==> config.mk <==
export PLATFORM = sky130hd
export DESIGN_NAME = fruit_controller
export DESIGN_NICKNAME = d
export VERILOG_FILES = /design/src/rtl/fruit_pkg.sv /design/src/rtl/fruit_controller_lfsr16.sv /design/src/rtl/fruit_controller.sv
export SDC_FILE = /design/constraint.sdc
export NUM_CORES = 1
export LEC_CHECK = 0
export ABC_AREA = 1
export BUFFER_PORTS_ARGS = -buffer_cell sky130_fd_sc_hd__buf_2
export CORE_AREA = 4 4 130 132
export DETAILED_ROUTE_END_ITERATION = 16
export DIE_AREA = 0 0 134 136
export PLACE_DENSITY = 0.5
export RECOVER_POWER = 50
export SLEW_MARGIN = 20
export SYNTH_ARGS = -nofsm -noshare
export SYNTH_HDL_FRONTEND = slang
export SYNTH_HIERARCHICAL = 1
export SYNTH_SLANG_ARGS = --single-unit
==> constraint.sdc <==
create_clock -name frame_clk -period 4.55 [get_ports frame_clk]
set_clock_uncertainty 0.15 [all_clocks]
set_input_delay 0.6825 -clock frame_clk [delete_from_list [all_inputs] [get_ports frame_clk]]
set_output_delay 0.6825 -clock frame_clk [all_outputs]
set_load 0.005 [all_outputs]
==> src/rtl/fruit_pkg.sv <==
// Shared types and constants for the fruit game: sequencer states, screen limits,
// LFSR configuration and the blade/fruit distance helper.
package fruit_pkg;

    typedef enum logic [2:0] {
        StIdle,
        StSpawn,
        StFly,
        StCut,
        StGameOver
    } state_t;

    localparam logic [7:0]  StartKey  = 8'h28;
    localparam logic [15:0] LfsrSeed  = 16'hACE1;
    // Taps 16,14,13,11 as a mask over state bits 15,13,12,10.
    localparam logic [15:0] LfsrTaps  = 16'hB400;

    localparam logic [9:0]  YMax      = 10'd479;
    localparam logic [9:0]  MissY     = YMax + 10'd1;
    localparam logic [9:0]  SpawnXMin = 10'd64;

    localparam logic [7:0]  MinAir    = 8'd8;
    localparam logic [4:0]  CutFrames = 5'd16;
    localparam logic [1:0]  LivesInit = 2'd3;

    function automatic logic [10:0] abs_diff(input logic [9:0] a, input logic [9:0] b);
        logic [10:0] d;
        d = {1'b0, a} - {1'b0, b};
        return d[10] ? (11'd0 - d) : d;
    endfunction

endpackage

==> src/rtl/fruit_controller_lfsr16.sv <==
// 16-bit Fibonacci LFSR, advancing every clock; a non-zero seed keeps it out of
// the all-zero lock-up state.
module lfsr16
    import fruit_pkg::*;
#(
    parameter logic [15:0] Seed = LfsrSeed
) (
    input  logic        clk,
    input  logic        rst_n,
    output logic [15:0] state
);

    logic [15:0] state_q;
    logic [15:0] state_d;

    always_comb begin
        state_d = {state_q[14:0], ^(state_q & LfsrTaps)};
    end

    always_ff @(posedge clk) begin
        if (!rst_n) begin
            state_q <= Seed;
        end else begin
            state_q <= state_d;
        end
    end

    assign state = state_q;

endmodule

==> src/rtl/fruit_controller.sv <==
// Per-frame game sequencer: spawns fruit, judges blade hits and misses, and keeps
// score and lives. Every output is a register loaded with the next state's value.
module fruit_controller
    import fruit_pkg::*;
(
    input  logic       frame_clk,
    input  logic       Reset,
    input  logic [7:0] keycode,
    input  logic [9:0] fruitX,
    input  logic [9:0] fruitY,
    input  logic [9:0] fruitS,
    input  logic [9:0] bladeX,
    input  logic [9:0] bladeY,
    input  logic       blade_down,
    output logic       new_fruit,
    output logic       move_fruit,
    output logic [9:0] spawn_x,
    output logic [9:0] spawn_vx,
    output logic [9:0] spawn_vy,
    output logic [7:0] number_of_fruits_cut,
    output logic [1:0] lives,
    output logic       fruit_cut,
    output logic       game_over
);

    localparam logic [3:0] CutLast = 4'(CutFrames - 5'd1);

    state_t      state_q, state_d;
    logic        new_fruit_q, new_fruit_d;
    logic        move_fruit_q, move_fruit_d;
    logic        fruit_cut_q, fruit_cut_d;
    logic        game_over_q, game_over_d;
    logic [9:0]  spawn_x_q, spawn_x_d;
    logic [9:0]  spawn_vx_q, spawn_vx_d;
    logic [9:0]  spawn_vy_q, spawn_vy_d;
    logic [7:0]  score_q, score_d;
    logic [1:0]  lives_q, lives_d;
    logic [7:0]  air_q, air_d;
    logic [3:0]  cut_q, cut_d;

    logic [15:0] lfsr;
    logic        unused_lfsr;
    logic        start, hit, miss, spawn_go;

    lfsr16 #(
        .Seed (LfsrSeed)
    ) u_lfsr (
        .clk   (frame_clk),
        .rst_n (Reset),
        .state (lfsr)
    );

    assign unused_lfsr = lfsr[9];

    assign start = (keycode == StartKey);
    assign hit   = blade_down
                   && (abs_diff(bladeX, fruitX) <= {1'b0, fruitS})
                   && (abs_diff(bladeY, fruitY) <= {1'b0, fruitS});
    assign miss  = (air_q >= MinAir) && (fruitY >= MissY);

    always_comb begin
        state_d    = state_q;
        spawn_x_d  = spawn_x_q;
        spawn_vx_d = spawn_vx_q;
        spawn_vy_d = spawn_vy_q;
        score_d    = score_q;
        lives_d    = lives_q;
        air_d      = air_q;
        cut_d      = cut_q;
        fruit_cut_d = 1'b0;
        spawn_go   = 1'b0;

        unique case (state_q)
            StIdle, StGameOver: begin
                if (start) begin
                    score_d  = 8'd0;
                    lives_d  = LivesInit;
                    spawn_go = 1'b1;
                end
            end
            StSpawn: begin
                state_d = StFly;
            end
            StFly: begin
                air_d = (air_q == 8'hFF) ? air_q : air_q + 8'd1;
                // A slice takes priority over a simultaneous miss.
                if (hit) begin
                    fruit_cut_d = 1'b1;
                    score_d     = (score_q == 8'hFF) ? score_q : score_q + 8'd1;
                    cut_d       = 4'd0;
                    state_d     = StCut;
                end else if (miss) begin
                    lives_d = lives_q - 2'd1;
                    if (lives_q == 2'd1) begin
                        state_d = StGameOver;
                    end else begin
                        spawn_go = 1'b1;
                    end
                end
            end
            StCut: begin
                if (cut_q == CutLast) begin
                    spawn_go = 1'b1;
                end else begin
                    cut_d = cut_q + 4'd1;
                end
            end
            default: state_d = StIdle;
        endcase

        if (spawn_go) begin
            state_d    = StSpawn;
            air_d      = 8'd0;
            spawn_x_d  = SpawnXMin + {1'b0, lfsr[8:0]};
            spawn_vx_d = {7'd0, lfsr[12:10]} - 10'd4;
            spawn_vy_d = 10'd0 - (10'd8 + {7'd0, lfsr[15:13]});
        end

        new_fruit_d  = (state_d == StSpawn);
        move_fruit_d = (state_d == StFly);
        game_over_d  = (state_d == StGameOver);
    end

    always_ff @(posedge frame_clk) begin
        if (!Reset) begin
            state_q      <= StIdle;
            new_fruit_q  <= 1'b0;
            move_fruit_q <= 1'b0;
            fruit_cut_q  <= 1'b0;
            game_over_q  <= 1'b0;
            spawn_x_q    <= 10'd0;
            spawn_vx_q   <= 10'd0;
            spawn_vy_q   <= 10'd0;
            score_q      <= 8'd0;
            lives_q      <= LivesInit;
            air_q        <= 8'd0;
            cut_q        <= 4'd0;
        end else begin
            state_q      <= state_d;
            new_fruit_q  <= new_fruit_d;
            move_fruit_q <= move_fruit_d;
            fruit_cut_q  <= fruit_cut_d;
            game_over_q  <= game_over_d;
            spawn_x_q    <= spawn_x_d;
            spawn_vx_q   <= spawn_vx_d;
            spawn_vy_q   <= spawn_vy_d;
            score_q      <= score_d;
            lives_q      <= lives_d;
            air_q        <= air_d;
            cut_q        <= cut_d;
        end
    end

    assign new_fruit            = new_fruit_q;
    assign move_fruit           = move_fruit_q;
    assign fruit_cut            = fruit_cut_q;
    assign game_over            = game_over_q;
    assign spawn_x              = spawn_x_q;
    assign spawn_vx             = spawn_vx_q;
    assign spawn_vy             = spawn_vy_q;
    assign number_of_fruits_cut = score_q;
    assign lives                = lives_q;

endmodule

# Word level (Yosys, flattened, before mapping)
# Cells that the tools add are included.
# word_totals
register_bits	75
latchBits	0
ram_bits	0
rom_bits	0
out_inout_bits	44
elab_cells	89
memories	0
# classes
add_sub_neg	12
n_mul	0
n_div	0
order_cmp	4
n_eq_ne	18
shifts	0
mux	25
n_bitwise	2
n_reduce_logical	15
# ops
cell	n
$mux W8	3
$le A11 B10 Y1	2
$mux W11	2
$sub A1 B11 Y11 const A	2
$sub A10 B10 Y11	2
$add A8 B1 Y8 const B	2
$eq A8 B8 Y1 const B	2
$pmux W8 S2	1
$reduce_xor A16 Y1	1
$mux W3	4
$ne A2 B2 Y1 const B	6
$add A7 B9 Y10 const A	1
$ge A10 B9 Y1 const B	1
$eq A3 B2 Y1 const B	3
$pmux W3 S3	1
$eq A8 B6 Y1 const B	1
$ge A8 B4 Y1 const B	1
$mux W4	2
$pmux W4 S2	1
$reduce_and A4 Y1	2
$eq A3 B1 Y1 const B	2
$eq A3 B3 Y1 const B	2
$mux W1	6
$mux W2	3
17 further kinds	23

# Longest topological paths before layout
# Gate-level depths: netlist of the first run.
# depth
ltp_word	10
mapped_depth	32

# By module
# Netlist of the first run, hierarchy kept.
# modules_own_cells
mod	n_inst	cells_per_inst	area_per_inst_um2
fruit_controller	1	714	4740.8
lfsr16	1	80	641.9

# Least setup slack after synthesis of the first run
# OpenSTA, ideal clock, no wires.
# synth_path
path_type	input-to-reg
start	input bladeX[0]
end	register move_fruit_q (netlist: move_fruit)
setup_time_ns	0.063
t_arrival_ns	4.028
required_ns	4.337
slack_ns	0.309
cell_stages	29
cell_sequence	inv_1 > ha_1 > inv_1 > fa_1 > inv_1 > ha_1 > inv_1 > nor2_2 > nand3_2 > nor2_4 > nand3_4 > nor2_4 > nor2_1 > xnor2_1 > inv_1 > ha_1 > nand2_1 > nor3_1 > nand4_1 > nand2_1 > nand2_1 > nor2_1 > nand3_4 > nand3_4 > nand2_4 > inv_4 > buf_8 > nand3_2 > nor2_2
# synth_between
elab_chain_len	10
elab_cells_between_ends	12
classes_between	add/sub: 2; order compare: 1; eq/ne: 1; mux: 6; reduce/logical: 2
# synth_lines
item	line	text
start: declaration	fruit_controller.sv:12	input logic [9:0] bladeX,
$sub A10 B10 Y11 *	fruit_pkg.sv:28	d = {1'b0, a} - {1'b0, b};
$sub A1 B11 Y11	fruit_pkg.sv:29	return d[10] ? (11'd0 - d) : d;
$mux W11 *	fruit_pkg.sv:29	
$le A11 B10 Y1 *	fruit_controller.sv:57	&& (abs_diff(bladeX, fruitX) <= {1'b0, fruitS})
$logic_and A1 B1 Y1 *	fruit_controller.sv:57	
$logic_and A1 B1 Y1 *	fruit_controller.sv:58	&& (abs_diff(bladeY, fruitY) <= {1'b0, fruitS});
$mux W3 / $mux W1 (equally long branches)	fruit_controller.sv:87	if (hit) begin
$pmux W3 S3 / $pmux W1 S3 (equally long branches)	fruit_controller.sv:73	unique case (state_q)
$mux W3 *	fruit_controller.sv:111	if (spawn_go) begin
$eq A3 B2 Y1 *	fruit_controller.sv:120	move_fruit_d = (state_d == StFly);
end signal: assignment	fruit_controller.sv:141	move_fruit_q <= move_fruit_d;
end: declaration	fruit_controller.sv:30	logic move_fruit_q, move_fruit_d;
# Mark *: on every way between the ends. The rest lies on a longest branch, timed or not.
# A chain may end at the register's enable or synchronous reset.

# Worst setup path in the final report of the first run
# layout_path
start	input fruitX[0]
end	register spawn_x_q[7] (netlist: spawn_x[7])
# layout_between
elab_chain_len	8
# layout_lines
item	line	text
start: declaration	fruit_controller.sv:9	input logic [9:0] fruitX,
$sub A10 B10 Y11 *	fruit_pkg.sv:28	
$sub A1 B11 Y11	fruit_pkg.sv:29	
$mux W11 *	fruit_pkg.sv:29	
$le A11 B10 Y1 *	fruit_controller.sv:57	
$logic_and A1 B1 Y1 *	fruit_controller.sv:57	
$logic_and A1 B1 Y1 *	fruit_controller.sv:58	
$mux W1 *	fruit_controller.sv:87	
$pmux W1 S3 *	fruit_controller.sv:73	
end signal: assignment	fruit_controller.sv:144	spawn_x_q <= spawn_x_d;
end: declaration	fruit_controller.sv:33	logic [9:0] spawn_x_q, spawn_x_d;
# Marked as above.

==> results of run 1 <==
==> critical path, delay by kind of cell <==
kind	cells	cell delay, ns
fa+ha+maj	4	1.02
simple gates	17	1.67
buf+inv	7	0.70
xor+xnor	1	0.13
==> final cells by class <==
cell class                      count  area (um^2)
Clock buffer                       12        246.5
Multi-Input combinational cell    551         3278
Sequential cell                    63         1261
Timing Repair Buffer              127        659.4
Fill cell                        1725         9418
Inverter                          141        534.3
Tap cell                          216        270.3
Clock inverter                      4        45.04
==> through the flow <==
step / utilization, % / std cells / setup TNS, ns
after global routing: 40.06 / 1114 / 0
after floorplan: - / 793 / 0
final: 40.06 / 1114 / 0
after global placement: 38.36 / 1098 / -0.06712
after CTS: 40.21 / 1114 / 0
after detailed placement: 38.36 / 1098 / -1.159
==> sequential cells by signal (all words and copies together) (netlist names), 2 cells and up <==
register,flops
u_lfsr/state,16
spawn_x,10
air_q,8
number_of_fruits_cut,8
spawn_vy,5
cut_q,4
spawn_vx,3
state_q,3
lives,2
==> how the worst max path moves through the flow <==
stage	start	endpoint	slack [ns]	depth (start not counted)
detailed placement	fruitX[0]	spawn_x[3]	-0.07	29
floorplan	bladeX[0]	move_fruit	0.31	29
global route	fruitY[0]	spawn_x[7]	0.02	29
CTS	fruitX[0]	spawn_x[7]	0.25	29
finish	fruitX[0]	spawn_x[7]	0.45	29
global placement	fruitX[0]	spawn_vy[0]	-0.02	29
==> timing repair <==
action / CTS / global route
setup endpoints to repair: 0 / 46
resized for setup: 0 / 3
endpoints found under the hold margin: 0 / 0
==> layer usage <==
| metal | global-route usage, % | vias up | part of all wire (%) |
|---|---|---|---|
| met5 | 0 | - | 0 |
| li1 | - | 2645 | - |
| met1 | 17.35 | 2046 | 48 |
| met2 | 22.40 | 69 | 46 |
| met4 | 4.114 | 0 | 1.4 |
| met3 | 3.109 | 11 | 4.0 |
==> power groups by stage <==
stage	Sequential (mW)	Clock (mW)	Combinational, mW
final	0.572	0.674	0.515
after global routing	0.573	0.721	0.602
after global placement	0.584	0	0.516
after CTS	0.572	0.696	0.518
after floorplan	0.579	0	0.407
after detailed placement	0.583	0	0.515
==> results.py, run 1 <==
metrics = {
    "status": {
        "outcome": "finished, final reports clean",
    },
    "setup_path": {
        "timing.critical_path.to_type": "register",
        "critical_path.max_stage_delay_ns": 0.41,
        "critPathArrivalTime_ns": 4.22,
        "path_class": "in2reg",
        "crit_path_top_delay_cell": "sky130_fd_sc_hd__fa_1",
        "worst-r2r-cell-count": 9,
        "timing.reg2reg.setup_slack_ns": 2.26,
        "worst-path-max-fanout": 7,
        "reg2reg_from": "cut_q[0]",
        "timing.rr.end": "spawn_x[7]",
        "crit_required_ns": 4.67,
        "start_kind": "input pin",
        "cpMostUsedCell": "sky130_fd_sc_hd__inv_1",
    },
    "route": {
        "num_vias": 4771,
        "first_pass_iters": 4,
        "route.antenna.remaining_nets": 0,
        "viasPerCell": 4.283,
        "drc": 0,
        "drt-total-wl_um": 12100,
        "detail_route.iter0.violations": 151,
        "wl_per_cell_um": 10.86,
    },
    "synthesis": {
        "syn-instance-count": 793,
        "synth.avg_cell_area_um2": 6.778,
        "mappedNetlistNets": 905,
        "synth_warnings": 6,
        "synth_area_um2": 5375,
    },
    "place": {
        "port_buffers": 104,
        "place_ws_ns": -0.07350,
        "finalWeightedCongestion": 0.7561,
        "dp_hpwl_um": 9752,
        "postPlaceCellArea_um2": 6027,
    },
    "cts": {
        "post_cts.repair.setup_buffers": 0,
        "cts_root_buffer": "sky130_fd_sc_hd__clkbuf_16",
        "clock_tree.buffer_depth": 2,
        "cts.htree.levels": 3,
        "clock_pin_slew_on_the_worst_setup_and_hold_paths_ns": 0.05,
        "clkLatencyLatePin_ns": 0.33,
        "hold_fix_buffers_cts": 0,
        "clock_sinks": 63,
        "cts_buffers": 9,
        "cts_tree": "built",
    },
    "cells_and_area": {
        "antenna-diode-count": 0,
        "most_frequent_standard_cell_in_the_layout_excluding_fill_and_tap_cells": "sky130_fd_sc_hd__nand2_1",
        "post_route_cells_drive_above_1_share_pct": 21.49,
        "design_area_um2": 6295,
        "areaGrowthSynthToFinish_pct": 17.11,
        "finalNetCount": 1005,
        "most_frequent_cells_in_the_layout": "193 x sky130_fd_sc_hd__nand2_1, 131 x sky130_fd_sc_hd__inv_1, 77 x sky130_fd_sc_hd__buf_2",
    },
    "pwr": {
        "power_frac_clock_pct": 38.3,
        "combPwrFrac_pct": 29.3,
        "powerDensity_nw_per_um2": 279.6,
        "totalPowerFinal_mw": 1.760,
        "total_switching_power_uw": 551.6,
        "irDropWorstVdd_mv": 0.1776,
        "netSwitchingFraction_pct": 31.34,
        "power.share.sequential_pct": 32.5,
        "internal_power_mw": 1.209,
        "p_leak_nw": 3.339,
    },
    "timing": {
        "report.final.setup_viol": 0,
        "fin_worst_hold_slack_ns": 0.2628,
        "slew_headroom_pct": 33.69,
        "period_needed_ns": 4.100,
        "setup_repair_after_global_routing_missed_its_margin": "no",
        "maxSlewViolCount": 0,
        "worst-slew-pin-transition_ns": 0.9915,
        "hold_viol_final": 0,
        "fmax_mhz": 243.9,
        "setup_slack_ns": 0.4499,
        "min_period_over_period_pct": 90.11,
    },
    "floorplan": {
        "initial_utilization_pct": 34.21,
        "core-area_um2": 15710,
        "dieArea_um2": 18220,
        "die_w_um": 134,
        "fp-row-count": 46,
        "floorplan.io_pins": 105,
        "die_boundary_height_um": 136,
    },
    "min_path": {
        "min_delay_path_depth": 2,
        "timing.hold.worst_endpoint": "u_lfsr/state[10]",
        "startpoint_of_the_tightest_hold_check_path": "u_lfsr/state[9]",
        "worst_min_delay_path_class": "reg2reg",
    },
    "global_routing": {
        "globalRouteOverflowTotal": 0,
        "grt_antenna_before_repair": 0,
        "grt_max_degree": 40,
        "grt_pass1_wl_um": 20220,
        "first_global_vias": 4408,
        "grt_use_total_pct": 13.45,
    },
    "run": {
        "maxcap_viol_count": 0,
    },
}
Power figures use the tool's default switching activity.
==> run 2, diff against run 1 <==
ABC_AREA = default   (was 1)
CORE_AREA = 4 4 120 122   (was 4 4 130 132)
DIE_AREA = 0 0 124 126   (was 0 0 134 136)
PLACE_DENSITY = 0.51   (was 0.5)
==> run 2 against run 1 <==
Effect of this change:
- the run now ends with negative setup slack left
- clock power grew 9.2%
- sequential power is essentially flat
- worst hold slack lost 0.0069 ns
- combinational power grew 27%
- global-route usage grew 0.40 points
- critical endpoint is now lives[0]
- highest routed layer unchanged
==> results.py, run 2 <==
metrics = {
    "status": {
        "outcome": "finished, violations left",
        "failed_checks": "negative setup slack",
    },
    "timing": {
        "setup_slack_ns": -0.1104,
        "fin_worst_hold_slack_ns": 0.2559,
        "setup-tns-final_ns": -1.809,
        "setup_repair_after_global_routing_missed_its_margin": "yes",
        "period_needed_ns": 4.660,
        "report.final.setup_viol": 40,
        "fmax_mhz": 214.6,
        "maxSlewViolCount": 0,
        "slew_headroom_pct": 63.49,
        "worst-slew-pin-transition_ns": 0.5406,
        "hold_viol_final": 0,
        "min_period_over_period_pct": 102.4,
    },
    "setup_path": {
        "critical_path.max_stage_delay_ns": 0.36,
        "crit_path_top_delay_cell": "sky130_fd_sc_hd__fa_2",
        "path_class": "in2reg",
        "critPathArrivalTime_ns": 4.72,
        "cp_cell_sequence": "buf_8 -> inv_12 -> ha_4 -> inv_2 -> fa_2 -> a211oi_4 -> nor2_2 -> xor2_2 -> nor2_1 -> nand4_1 -> nor3_2 -> nor2_1 -> xor2_1 -> ha_1 -> o21a_1 -> o21a_1 -> o32ai_2 -> a31oi_1 -> a211o_1 -> a41oi_2 -> buf_4 -> and2_4 -> or3_4 -> mux2_4",
        "timing.critical_path.buf_inv": 4,
        "crit_required_ns": 4.61,
        "crit_family": "compound AO/OA/AOI/OAI gates",
        "timing.critical_path.to_type": "register",
        "worst-path-max-fanout": 5,
        "start_kind": "input pin",
    },
    "cells_and_area": {
        "antenna-diode-count": 0,
        "largest_register_ffs": 16,
        "most_frequent_standard_cell_in_the_layout_excluding_fill_and_tap_cells": "sky130_fd_sc_hd__buf_2",
        "most_frequent_cells_in_the_layout": "92 x sky130_fd_sc_hd__buf_2, 66 x sky130_fd_sc_hd__buf_4, 63 x sky130_fd_sc_hd__dfxtp_1",
        "layout.core_utilization_pct": 47.51,
        "finalNetCount": 824,
        "areaGrowthSynthToFinish_pct": 35.72,
        "layoutNonFillerInstCount": 893,
        "post_route_cells_drive_above_1_share_pct": 34.17,
        "nFillCells": 1335,
    },
    "global_routing": {
        "grt_pass1_wl_um": 18170,
        "grt_antenna_before_repair": 0,
        "grt_use_total_pct": 13.85,
        "first_global_vias": 4196,
        "grt_max_degree": 44,
        "globalRouteOverflowTotal": 0,
    },
    "min_path": {
        "worst_min_delay_path_class": "reg2reg",
    },
    "synthesis": {
        "synth.avg_cell_area_um2": 8.245,
        "synth_warnings": 6,
        "mappedNetlistNets": 672,
        "synth_area_um2": 4617,
        "syn-instance-count": 560,
    },
    "cts": {
        "clock_pin_slew_on_the_worst_setup_and_hold_paths_ns": 0.05,
        "cts_buffers": 9,
        "cts_root_buffer": "sky130_fd_sc_hd__clkbuf_16",
        "hold_fix_buffers_cts": 0,
        "cts.htree.levels": 3,
        "clock_tree.buffer_depth": 2,
        "cts_tree": "built",
        "clock_sinks": 63,
        "clkLatencyLatePin_ns": 0.32,
    },
    "route": {
        "drc": 0,
        "wl_per_cell_um": 12.36,
        "detail_route.iter0.violations": 184,
        "drt-total-wl_um": 11040,
        "viasPerCell": 4.778,
        "num_vias": 4267,
        "route.antenna.remaining_nets": 0,
        "first_pass_iters": 4,
    },
    "place": {
        "finalWeightedCongestion": 0.8063,
        "port_buffers": 104,
        "dp_hpwl_um": 8588,
        "post-place-cells": 866,
    },
    "floorplan": {
        "die_w_um": 124,
        "core-area_um2": 13190,
        "floorplan.io_pins": 105,
        "die_boundary_height_um": 126,
        "dieArea_um2": 15620,
        "fp-row-count": 42,
        "initial_utilization_pct": 35.00,
    },
    "pwr": {
        "powerDensity_nw_per_um2": 312.7,
        "irDropWorstVdd_mv": 0.2151,
        "totalPowerFinal_mw": 1.960,
        "p_leak_nw": 2.886,
    },
    "run": {
        "maxcap_viol_count": 0,
    },
}
run 2: cell count changes in the layout (fill, tap and decap cells not counted), moves of 16 or more:
cell and delta:
sky130_fd_sc_hd__nand2_1 -149, sky130_fd_sc_hd__inv_1 -89, sky130_fd_sc_hd__buf_4 +43, sky130_fd_sc_hd__nor2_1 -34, sky130_fd_sc_hd__nand3_1 -22, sky130_fd_sc_hd__nand2b_1 +18
sky130_fd_sc_hd__nor2_2 -17, sky130_fd_sc_hd__clkbuf_1 -16, sky130_fd_sc_hd__nand3b_1 -16
run 2: stage by stage:
| stage | setup slack [ns] | area, um^2 |
|---|---|---|
| after detailed placement | -0.5066 | 5629 |
| after floorplan | -0.06321 | 4683 |
| after global placement | -0.3773 | 5629 |
| after global routing | -0.3828 | 6266 |
| after CTS | -0.03861 | 6085 |
| final | -0.1104 | 6266 |
run 2: worst paths after layout:
kind	slack, ns	end	start	depth (start not counted)
max	-0.11	lives[0]	bladeX[0]	24
max reg2reg	1.74	spawn_vy[3]	state_q[2]	8
min	0.26	u_lfsr/state[10]	u_lfsr/state[9]	1
min reg2reg	0.26	u_lfsr/state[10]	u_lfsr/state[9]	1
run 2: timing repair:
item	4_1_cts	5_1_grt
hold endpoints to repair	0	0
pin swaps	9	35
endpoints found under the setup margin	45	47
gates cloned	1	2
resized for setup	20	53
setup buffers	5	3
run 2: worst register-to-register path, cell delays in order, from the launching register on:
cell and delay, ns:
sky130_fd_sc_hd__dfxtp_1 0.37, sky130_fd_sc_hd__nor2b_1 0.29, sky130_fd_sc_hd__nand2b_1 0.29, sky130_fd_sc_hd__nor3_1 0.46
sky130_fd_sc_hd__a41oi_1 0.23, sky130_fd_sc_hd__a21boi_4 0.22, sky130_fd_sc_hd__buf_6 0.18, sky130_fd_sc_hd__or4_1 0.41
sky130_fd_sc_hd__a21boi_1 0.15
run 2: power by group:
| group | internal (mW) | total, mW | switching [mW] |
|---|---|---|---|
| clock | 0.508 | 0.736 | 0.228 |
| sequential | 0.563 | 0.570 | 0.00702 |
| combinational | 0.338 | 0.653 | 0.316 |
run 2: area by class of cell:
| type | count | area, um^2 | area share (%) |
|---|---|---|---|
| flip-flops and latches | 63 | 1261 | 20.13 |
| repair buffers | 182 | 1174 | 18.73 |
| multi-input cells | 412 | 3108 | 49.60 |
| inverters | 44 | 177.7 | 2.835 |
| clock buffers | 13 | 260.3 | 4.153 |
| well taps | 176 | 220.2 | 3.514 |
| clock inverters | 3 | 65.06 | 1.038 |
run 2: per-layer routing:
metal	track usage [%]	share of wire, %
met4	3.737	0.92
met3	1.973	3.2
met2	25.90	52
met1	16.21	43
met5	0	0
==> run 3, diff against run 2 <==
CORE_AREA = 4 4 124 126   (was 4 4 120 122)
DIE_AREA = 0 0 128 130   (was 0 0 124 126)
PLACE_DENSITY = 0.5   (was 0.51)
SYNTH_HIERARCHICAL = default   (was 1)
==> run 3 against run 2 <==
Effect of this change:
- the run still ends with negative setup slack left
- worst hold slack better by 0.023 ns
- die area up 6.5%
- first-iteration DRC count up 2.7%
- highest routed layer unchanged
==> results.py, run 3 <==
metrics = {
    "status": {
        "outcome": "finished, violations left",
        "failed_checks": "negative setup slack",
    },
    "setup_path": {
        "crit_required_ns": 4.65,
        "critical_path.max_stage_delay_ns": 0.49,
        "cpMostUsedCell": "sky130_fd_sc_hd__ha_1",
        "critPathArrivalTime_ns": 4.66,
        "worst-r2r-cell-count": 7,
        "timing.critical_path.to_type": "register",
        "path_class": "in2reg",
        "worst-path-max-fanout": 6,
        "crit_path_top_delay_cell": "sky130_fd_sc_hd__or4b_4",
        "timing.critical_path.buf_inv": 3,
        "crit_cells": 19,
        "start_kind": "input pin",
        "crit_family": "simple AND/OR/NAND/NOR gates",
        "cp_cell_sequence": "buf_2 -> inv_1 -> ha_1 -> nor2b_4 -> o21a_1 -> or3_1 -> a211o_1 -> or4b_4 -> nor2b_2 -> xnor2_1 -> ha_1 -> nand4_1 -> nor2_2 -> a2111oi_2 -> o221a_2 -> buf_4 -> o31ai_2 -> or4_1 -> a21boi_1",
    },
    "synthesis": {
        "synth_area_um2": 4885,
        "postSynth.topFlopCell": "sky130_fd_sc_hd__dfxtp_1",
        "syn-instance-count": 605,
        "mappedNetlistNets": 717,
        "top_area_cells_in_the_synthesized_netlist": "sky130_fd_sc_hd__dfxtp_1 26%, sky130_fd_sc_hd__ha_1 13%, sky130_fd_sc_hd__mux2i_1 5.7%",
        "most_repeated_cell_in_the_gate_level_netlist_after_synthesis": "sky130_fd_sc_hd__nand2_1",
        "synth_top_area_share_pct": 25.82,
        "synth-seq-area-share_pct": 25.82,
        "post_synth_most_frequent_cells": "66 x sky130_fd_sc_hd__nand2_1, 63 x sky130_fd_sc_hd__dfxtp_1, 54 x sky130_fd_sc_hd__inv_1",
        "async_reset_ff_share_pct": 0,
        "post_synth_edffs": 0,
        "yosys.cell_types.count": 69,
        "synth.avg_cell_area_um2": 8.074,
        "synth_warnings": 0,
        "ffs_latches_synth": 63,
        "synthDominantAreaCellType": "sky130_fd_sc_hd__dfxtp_1",
    },
    "route": {
        "drt-total-wl_um": 12740,
        "num_vias": 4718,
        "viasPerCell": 4.904,
        "route.antenna.remaining_nets": 0,
        "detail_route.iter0.violations": 189,
        "drc": 0,
        "first_pass_iters": 4,
        "wl_per_cell_um": 13.24,
    },
    "global_routing": {
        "met3_track_usage_gr_pct": 2.783,
        "first_global_vias": 4671,
        "grt_antenna_before_repair": 0,
        "grt_most_used_layer": "met2",
        "globalRouteOverflowTotal": 0,
        "met1_usage_pct": 19.02,
        "grt_util_met2_pct": 26.28,
        "grt_max_degree": 54,
        "grt_use_total_pct": 15.12,
        "grt_pass1_wl_um": 21000,
    },
    "place": {
        "dp_hpwl_um": 9849,
        "finalWeightedCongestion": 0.8043,
        "place_ws_ns": -0.4457,
        "postPlaceCellArea_um2": 6211,
        "port_buffers": 104,
    },
    "timing": {
        "worst-slew-pin-transition_ns": 1.076,
        "report.final.setup_viol": 2,
        "fmax_mhz": 219.5,
        "setup_repair_after_global_routing_missed_its_margin": "yes",
        "fin_worst_hold_slack_ns": 0.2790,
        "slew_headroom_pct": 28.16,
        "min_period_over_period_pct": 100.1,
        "maxSlewViolCount": 0,
        "period_needed_ns": 4.555,
        "hold_viol_final": 0,
        "setup_slack_ns": -0.004971,
    },
    "floorplan": {
        "die_boundary_height_um": 130,
        "initial_utilization_pct": 34.13,
        "core-area_um2": 14310,
        "die_w_um": 128,
        "fp-row-count": 44,
        "floorplan.io_pins": 105,
        "dieArea_um2": 16640,
    },
    "pwr": {
        "p_leak_nw": 3.179,
        "powerDensity_nw_per_um2": 283.2,
        "totalPowerFinal_mw": 1.945,
        "irDropWorstVdd_mv": 0.2726,
    },
    "cells_and_area": {
        "antenna-diode-count": 0,
        "areaGrowthSynthToFinish_pct": 40.60,
        "largest_register_ffs": 16,
        "post_route_cells_drive_above_1_share_pct": 34.32,
        "most_frequent_cells_in_the_layout": "92 x sky130_fd_sc_hd__buf_2, 77 x sky130_fd_sc_hd__buf_4, 65 x sky130_fd_sc_hd__nand2_1",
        "most_frequent_standard_cell_in_the_layout_excluding_fill_and_tap_cells": "sky130_fd_sc_hd__buf_2",
        "area_taken_by_multi_input_logic_gates_um2": 3628,
        "finalNetCount": 885,
        "layout.core_utilization_pct": 47.98,
        "layout.area.seq_um2": 1261,
        "design_area_um2": 6868,
        "nFillCells": 1416,
    },
    "cts": {
        "cts.htree.levels": 3,
        "clock_tree.buffer_depth": 2,
        "clock_sinks": 63,
        "clock_pin_slew_on_the_worst_setup_and_hold_paths_ns": 0.06,
        "cts_buffers": 9,
        "cts_root_buffer": "sky130_fd_sc_hd__clkbuf_16",
        "clkLatencyLatePin_ns": 0.32,
        "cts_tree": "built",
    },
    "min_path": {
        "worst_min_delay_path_class": "reg2reg",
        "min_delay_path_depth": 2,
    },
    "run": {
        "maxcap_viol_count": 0,
    },
}
run 3: worst reg2reg max path: cells and delay by family, from the launching register on:
family	cells	cell delay [ns]
AO/OA/AOI/OAI	3	1.04
flip-flops	1	0.35
AND/OR/NAND/NOR	2	0.74
buffers and inverters	1	0.18
multiplexers	1	0.19
run 3: cell type report:
class	instances	area share (%)
multi-input cells	456	52.83
flip-flops and latches	63	18.36
repair buffers	189	17.93
clock buffers	10	3.480
well taps	184	3.352
inverters	54	3.170
clock inverters	6	0.8745
run 3: per-layer routing:
layer	share of wire, %	routed length, um	up-vias
li1	-	-	2461
met1	45	5724	2167
met2	49	6218	78
met3	4.9	619	12
met4	1.4	178	0
met5	0	0	-
run 3: metrics by stage:
stage / setup TNS (ns) / instances
after global routing: -7.938 / 962
final: -0.008828 / 962
after global placement: -14.49 / 934
after floorplan: -0.1605 / 605
after CTS: 0 / 956
after detailed placement: -16.89 / 934
run 3: repair_timing:
item / in CTS / in global routing
setup endpoints to repair: 37 / 47
hold buffers: 0 / 0
gates cloned: 2 / 0
resized for setup: 13 / 41
buffers inserted: 4 / 6
pin swaps: 4 / 15
run 3: final timing paths:
kind	startpoint	endpoint	slack (ns)
max reg2reg	air_q[4]	spawn_x[4]	1.81
max	fruitY[1]	number_of_fruits_cut[3]	-0.005
min	u_lfsr.state[2]	u_lfsr.state[3]	0.28
min reg2reg	u_lfsr.state[2]	u_lfsr.state[3]	0.28
run 3: cell families (layout without fill, tap and decap cells):
family                     after synthesis  after routing  synth area share (%)
buffers and inverters                   87            259                 8.120
AOI/OAI and AO/OA                       97             98                 14.42
muxes                                   31             31                 6.429
xor gates and xnor gates                38             38                 6.814
DFF                                     63             63                 25.82
adders and majority gates               51             51                 13.37
and+or+nand+nor                        238            238                 25.03
run 3: report_power, final:
| group | switching [mW] | internal (mW) |
|---|---|---|
| Combinational | 0.350 | 0.352 |
| Clock | 0.240 | 0.435 |
| Sequential | 0.00540 | 0.563 |
| Total | 0.595 | 1.35 |
